--- src/rtl/mem_write_data_encoder.sv ---
// Store-side data encoder: places sw/sh/sb data on big-endian byte lanes and queues it toward data memory.
// Optional MISALIGN_TRAP_EN: reject misaligned/illegal stores and report them on misalignErr/errAddr.
module mem_write_data_encoder #(
    parameter int unsigned DEPTH      = 2,
    parameter int unsigned ADDR_WIDTH = 32
) (
    input  logic                  clk,
    input  logic                  rst_n,
    input  logic                  stReq,
    output logic                  stReady,
    input  logic [ADDR_WIDTH-1:0] stAddr,
    input  logic [31:0]           stData,
    input  logic [1:0]            dataSize,
    output logic                  memWrEn,
    input  logic                  memReady,
    output logic [ADDR_WIDTH-1:0] memAddr,
    output logic [31:0]           memWrData,
    output logic [3:0]            memByteEn,
    output logic                  bufEmpty,
    output logic                  misalignErr,
    output logic [ADDR_WIDTH-1:0] errAddr
);
    localparam int unsigned PW = (DEPTH > 1) ? $clog2(DEPTH) : 1;
    localparam int unsigned CW = $clog2(DEPTH + 1);

    logic [ADDR_WIDTH-1:0] addrQ [DEPTH];
    logic [31:0]           dataQ [DEPTH];
    logic [3:0]            enQ   [DEPTH];
    logic [PW-1:0]         wrPtr, rdPtr, rdNext;
    logic [CW-1:0]         count, countNext;

    logic [1:0]            off, lane;
    logic [ADDR_WIDTH-1:0] encAddr;
    logic [31:0]           encData;
    logic [3:0]            encEn;
    logic                  bad, accept, push, pop, headFromPush;
    logic [ADDR_WIDTH-1:0] headAddr;
    logic [31:0]           headData;
    logic [3:0]            headEn;

    assign off     = stAddr[1:0];
    assign lane    = 2'd3 - off;
    assign encAddr = {stAddr[ADDR_WIDTH-1:2], 2'b00};

    // Lane placement: lane 0 is [31:24] (offset 0), lane 3 is [7:0] (offset 3)
    always_comb begin
        encData = '0;
        encEn   = '0;
        case (dataSize)
            2'd0: begin
                encData = stData;
                encEn   = 4'b1111;
            end
            2'd1: begin
                if (off[1]) begin
                    encData = {16'h0, stData[15:0]};
                    encEn   = 4'b0011;
                end else begin
                    encData = {stData[15:0], 16'h0};
                    encEn   = 4'b1100;
                end
            end
            2'd2: begin
                encData = {24'h0, stData[7:0]} << {lane, 3'b000};
                encEn   = 4'b1000 >> off;
            end
            default: begin
                encData = '0;
                encEn   = '0;
            end
        endcase
    end

`ifdef MISALIGN_TRAP_EN
    assign bad = ((dataSize == 2'd1) && off[0]) || ((dataSize == 2'd0) && (off != 2'd0)) ||
                 (dataSize == 2'd3);
`else
    assign bad = 1'b0;
`endif

    assign stReady = (count < CW'(DEPTH)) || (memWrEn && memReady);
    assign accept  = stReq && stReady;
    assign push    = accept && !bad;
    assign pop     = memWrEn && memReady;

    // Next head: freshly pushed entry when the buffer is (or becomes) empty, else the stored one
    always_comb begin
        countNext    = count + CW'(push) - CW'(pop);
        rdNext       = pop ? rdPtr + PW'(1) : rdPtr;
        headFromPush = push && (count == CW'(pop));
        headAddr     = addrQ[rdNext];
        headData     = dataQ[rdNext];
        headEn       = enQ[rdNext];
        if (headFromPush) begin
            headAddr = encAddr;
            headData = encData;
            headEn   = encEn;
        end
    end

    always_ff @(posedge clk or negedge rst_n) begin
        if (!rst_n) begin
            wrPtr <= '0;
            rdPtr <= '0;
            count <= '0;
            for (int i = 0; i < int'(DEPTH); i++) begin
                addrQ[i] <= '0;
                dataQ[i] <= '0;
                enQ[i]   <= '0;
            end
        end else begin
            if (push) begin
                addrQ[wrPtr] <= encAddr;
                dataQ[wrPtr] <= encData;
                enQ[wrPtr]   <= encEn;
                wrPtr        <= wrPtr + PW'(1);
            end
            rdPtr <= rdNext;
            count <= countNext;
        end
    end

    // Registered head presentation toward memory
    always_ff @(posedge clk or negedge rst_n) begin
        if (!rst_n) begin
            memWrEn   <= 1'b0;
            memAddr   <= '0;
            memWrData <= '0;
            memByteEn <= '0;
            bufEmpty  <= 1'b1;
        end else begin
            memWrEn  <= (countNext != '0);
            bufEmpty <= (countNext == '0);
            if (countNext != '0) begin
                memAddr   <= headAddr;
                memWrData <= headData;
                memByteEn <= headEn;
            end
        end
    end

`ifdef MISALIGN_TRAP_EN
    always_ff @(posedge clk or negedge rst_n) begin
        if (!rst_n) begin
            misalignErr <= 1'b0;
            errAddr     <= '0;
        end else begin
            misalignErr <= accept && bad;
            if (accept && bad) errAddr <= stAddr;
        end
    end
`else
    assign misalignErr = 1'b0;
    assign errAddr     = '0;
`endif

endmodule

--- config.mk ---
export PLATFORM = sky130hd
export DESIGN_NAME = mem_write_data_encoder
export DESIGN_NICKNAME = d
export VERILOG_FILES = /design/src/rtl/mem_write_data_encoder.sv
export SDC_FILE = /design/constraint.sdc
export NUM_CORES = 1
export LEC_CHECK = 0
export BUFFER_PORTS_ARGS = -buffer_cell sky130_fd_sc_hd__clkbuf_2
export CAP_MARGIN = 20
export CORE_MARGIN = 5
export CORE_UTILIZATION = 45
export DETAILED_ROUTE_END_ITERATION = 7
export PLACE_DENSITY = 0.72
export SLEW_MARGIN = 10
export SYNTH_ARGS = -nofsm -noshare
export SYNTH_HDL_FRONTEND = slang
export SYNTH_SLANG_ARGS = --single-unit
--- constraint.sdc ---
create_clock -name clk -period 3.45 [get_ports clk]
set_input_delay 0.345 -clock clk [delete_from_list [all_inputs] [get_ports clk]]
set_output_delay 0.345 -clock clk [all_outputs]
set_load 0.02 [all_outputs]
==> flow_metrics.tcl <==
set metrics [dict create \
    clockBufferDepth 3 \
    syn_area_sq_um 9790 \
    antenna_found_initial 0 \
    r2r-start "memWrEn" \
    tns_ns 0 \
    synthCells 1023 \
    clkLatencyLatePin_ns 0.49 \
    dieHeight_um 157 \
    synthArstFlopShare_pct 100 \
    antenna_left 0 \
    min_period_ns 2.48 \
    total_power_mw 11.3 \
    ys_seq_elements 204 \
    required_ns 3.83 \
    hold_start "stAddr[28]" \
    start_util_pct 45.3 \
    synth-edff-count 0 \
    wl_um 24900 \
    io_pins 174 \
    gp_congestion 0.862 \
    drt_iter0_markers 631 \
    endpoint_kind "flop" \
    rr_endpoint "memAddr[24]" \
    ys_seq_area_share_pct 52.2 \
    finalHoldViolCount 0 \
    maxCapViolations 0 \
    rr_worst_depth 10 \
    routedWlPerCell_um 17.7 \
    ir_worst_vdd_uv 528 \
    grt-ovfl-total 0 \
    rsz0062_at_grt "false" \
    synth_warnings 0 \
    fin_skew_ns 0.00805 \
    power_density_nw_per_um2 1010 \
    worst_pin_slew_ns 0.839 \
    die_area_sq_um 24800 \
    cts_root_buffer "clkbuf_16" \
    fmax_ghz 0.403 \
    synth_common_cells "nand2_1 (241), dfrtp_1 (203), o21ai_0 (72)" \
    synth_top_area_share_pct 51.9 \
    setup_viol 0 \
    yosys.area.top_type "dfrtp_1" \
    hold_depth 3 \
    io_buffers 138 \
    cts_buffers 21 \
    drive_gt1_share_pct 20.4 \
    hold_end "addrQ[60]" \
    reg2reg_slack_ns 0.97 \
    finalCritPeriodShare_pct 72.0 \
    status "complete, no violations" \
    rows 54 \
    ys_top_cells_by_area "dfrtp_1 (52%), nand2_1 (9.2%), a211oi_1 (5.1%), and3_1 (4.3%), o21ai_0 (3.7%)" \
    grt_pass1_wl_um 40800 \
    num_vias 7798 \
    dr.pass1.iters 6 \
    slew_headroom_pct 43.9 \
    syn2layout_area_growth_pct 14.1 \
    tritoncts "built" \
    arrival_ns 2.86 \
    viasPerCell 5.54 \
    path_clk_slew_ns 0.06 \
    avgSynthCellArea_sq_um 9.57 \
    hpwl_um 15700 \
    grt_max_degree 89 \
    antenna_cells 0 \
    yosys.cell_types.count 41 \
    crit_type "reg -> reg" \
    cts_resized 0 \
    grt_pass1_vias 7741 \
    groute.usage.overall_pct 20.0 \
    cts_sinks 204 \
    path_max_fanout 54 \
    slew_violations 0 \
    yosysMostFrequentCell "nand2_1" \
    nets 1185 \
    coreArea_sq_um 21600 \
    dieWidth_um 157 \
    htreeDepth 1 \
    drc 0 \
    power_leakage_nw 5.53 \
    start_kind "flop" \
    hp-class "in -> reg" \
    synth_ff_type "dfrtp_1" \
]
[power breakdown]
part	leakage [nW]	internal [mW]	switching [mW]
registers	2.57	3.58	0.565
clock network	0.318	1.21	0.926
logic	2.64	1.92	3.09
total	5.53	6.72	4.58
[worst max path at each step]
stage                  start       endpoint  slack, ns  cells past startpoint
floorplan            memWrEn  memWrData[28]       1.12                     10
global placement    memReady     memAddr[3]       1.05                     10
detailed placement  memReady     memAddr[2]       0.96                     10
CTS                  memWrEn     memAddr[2]       0.98                      9
global route         memWrEn    memAddr[25]       0.77                     10
finish               memWrEn    memAddr[24]       0.97                     10
[logic make-up after synthesis]
kind of cell | after synthesis | share of synthesized area, %
AO/OA/AOI/OAI | 270 | 18.4
multiplexers | 31 | 3.57
AND/OR/NAND/NOR | 387 | 18.6
buffers and inverters | 127 | 6.76
other | 1 | 0.0383
adder cells (fa/ha/maj) | 2 | 0.256
XOR/XNOR | 1 | 0.243
flip-flops | 204 | 52.2
[layout by cell type, fill, tap and decap left out, types with 23 or more instances in the layout]
cell,count
dfrtp_1,203
o21ai_1,23
conb_1,35
a211oi_1,67
a21o_1,24
mux2_2,31
and3_1,67
clkbuf_2,137
o21ai_0,72
o31ai_1,42
nand2_1,240
nor2_1,34
[sequential cells by signal (all words and copies together), names as in the netlist]
register / flops
memWrEn: 1
addrQ: 60
rdPtr: 1
memAddr: 30
enQ: 8
dataQ: 64
wrPtr: 1
count: 2
memByteEn: 4
bufEmpty: 1
memWrData: 32
[routing by layer]
metal | wire length, um | share of wire [%] | global-route usage (%)
met1 | 10700 | 43 | 26.5
met2 | 12200 | 49 | 34.1
met3 | 1310 | 5.3 | 3.08
met4 | 624 | 2.5 | 6.06
met5 | 0 | 0 | 0
[cell type report]
class,count,area [sq um]
Fill cell,1958,10500
Sequential cell,204,5110
Multi-Input combinational cell,726,4180
Timing Repair Buffer,157,882
Clock buffer,30,599
Tap cell,280,350
Clock inverter,7,41.3
Inverter,3,11.3
[metrics by stage]
step / instances / hold WS, ns / utilization, % / instance area (sq um) / setup slack, ns
floorplan: 1057 / 0.0494 / - / 9910 / 1.12
finish: 1407 / 0.0903 / 51.7 / 11200 / 0.968
CTS: 1407 / 0.0670 / 51.7 / 11200 / 0.980
detailed placement: 1369 / 0.454 / 48.7 / 10500 / 0.960
global route: 1407 / 0.0853 / 51.7 / 11200 / 0.774
global placement: 1369 / 0.449 / 48.7 / 10500 / 1.05
[timing repair]
| item | CTS | global route |
|---|---|---|
| setup buffers | 0 | 0 |
| hold endpoints to repair | 85 | 0 |
| hold buffers | 1 | 0 |
| endpoints found under the setup margin | 0 | 0 |
[worst max-delay path, stage by stage (launching register included)]
cell and delay (ns):
dfrtp_1 0.43, a21bo_2 0.23, nand2_1 0.09, ha_1 0.30, inv_1 0.06, ha_1 0.14, xor3_1 0.27, nor2_4 0.14
buf_4 0.47, nand2_1 0.13, o31ai_1 0.10
Note: power is estimated with default switching activity, not from simulation.
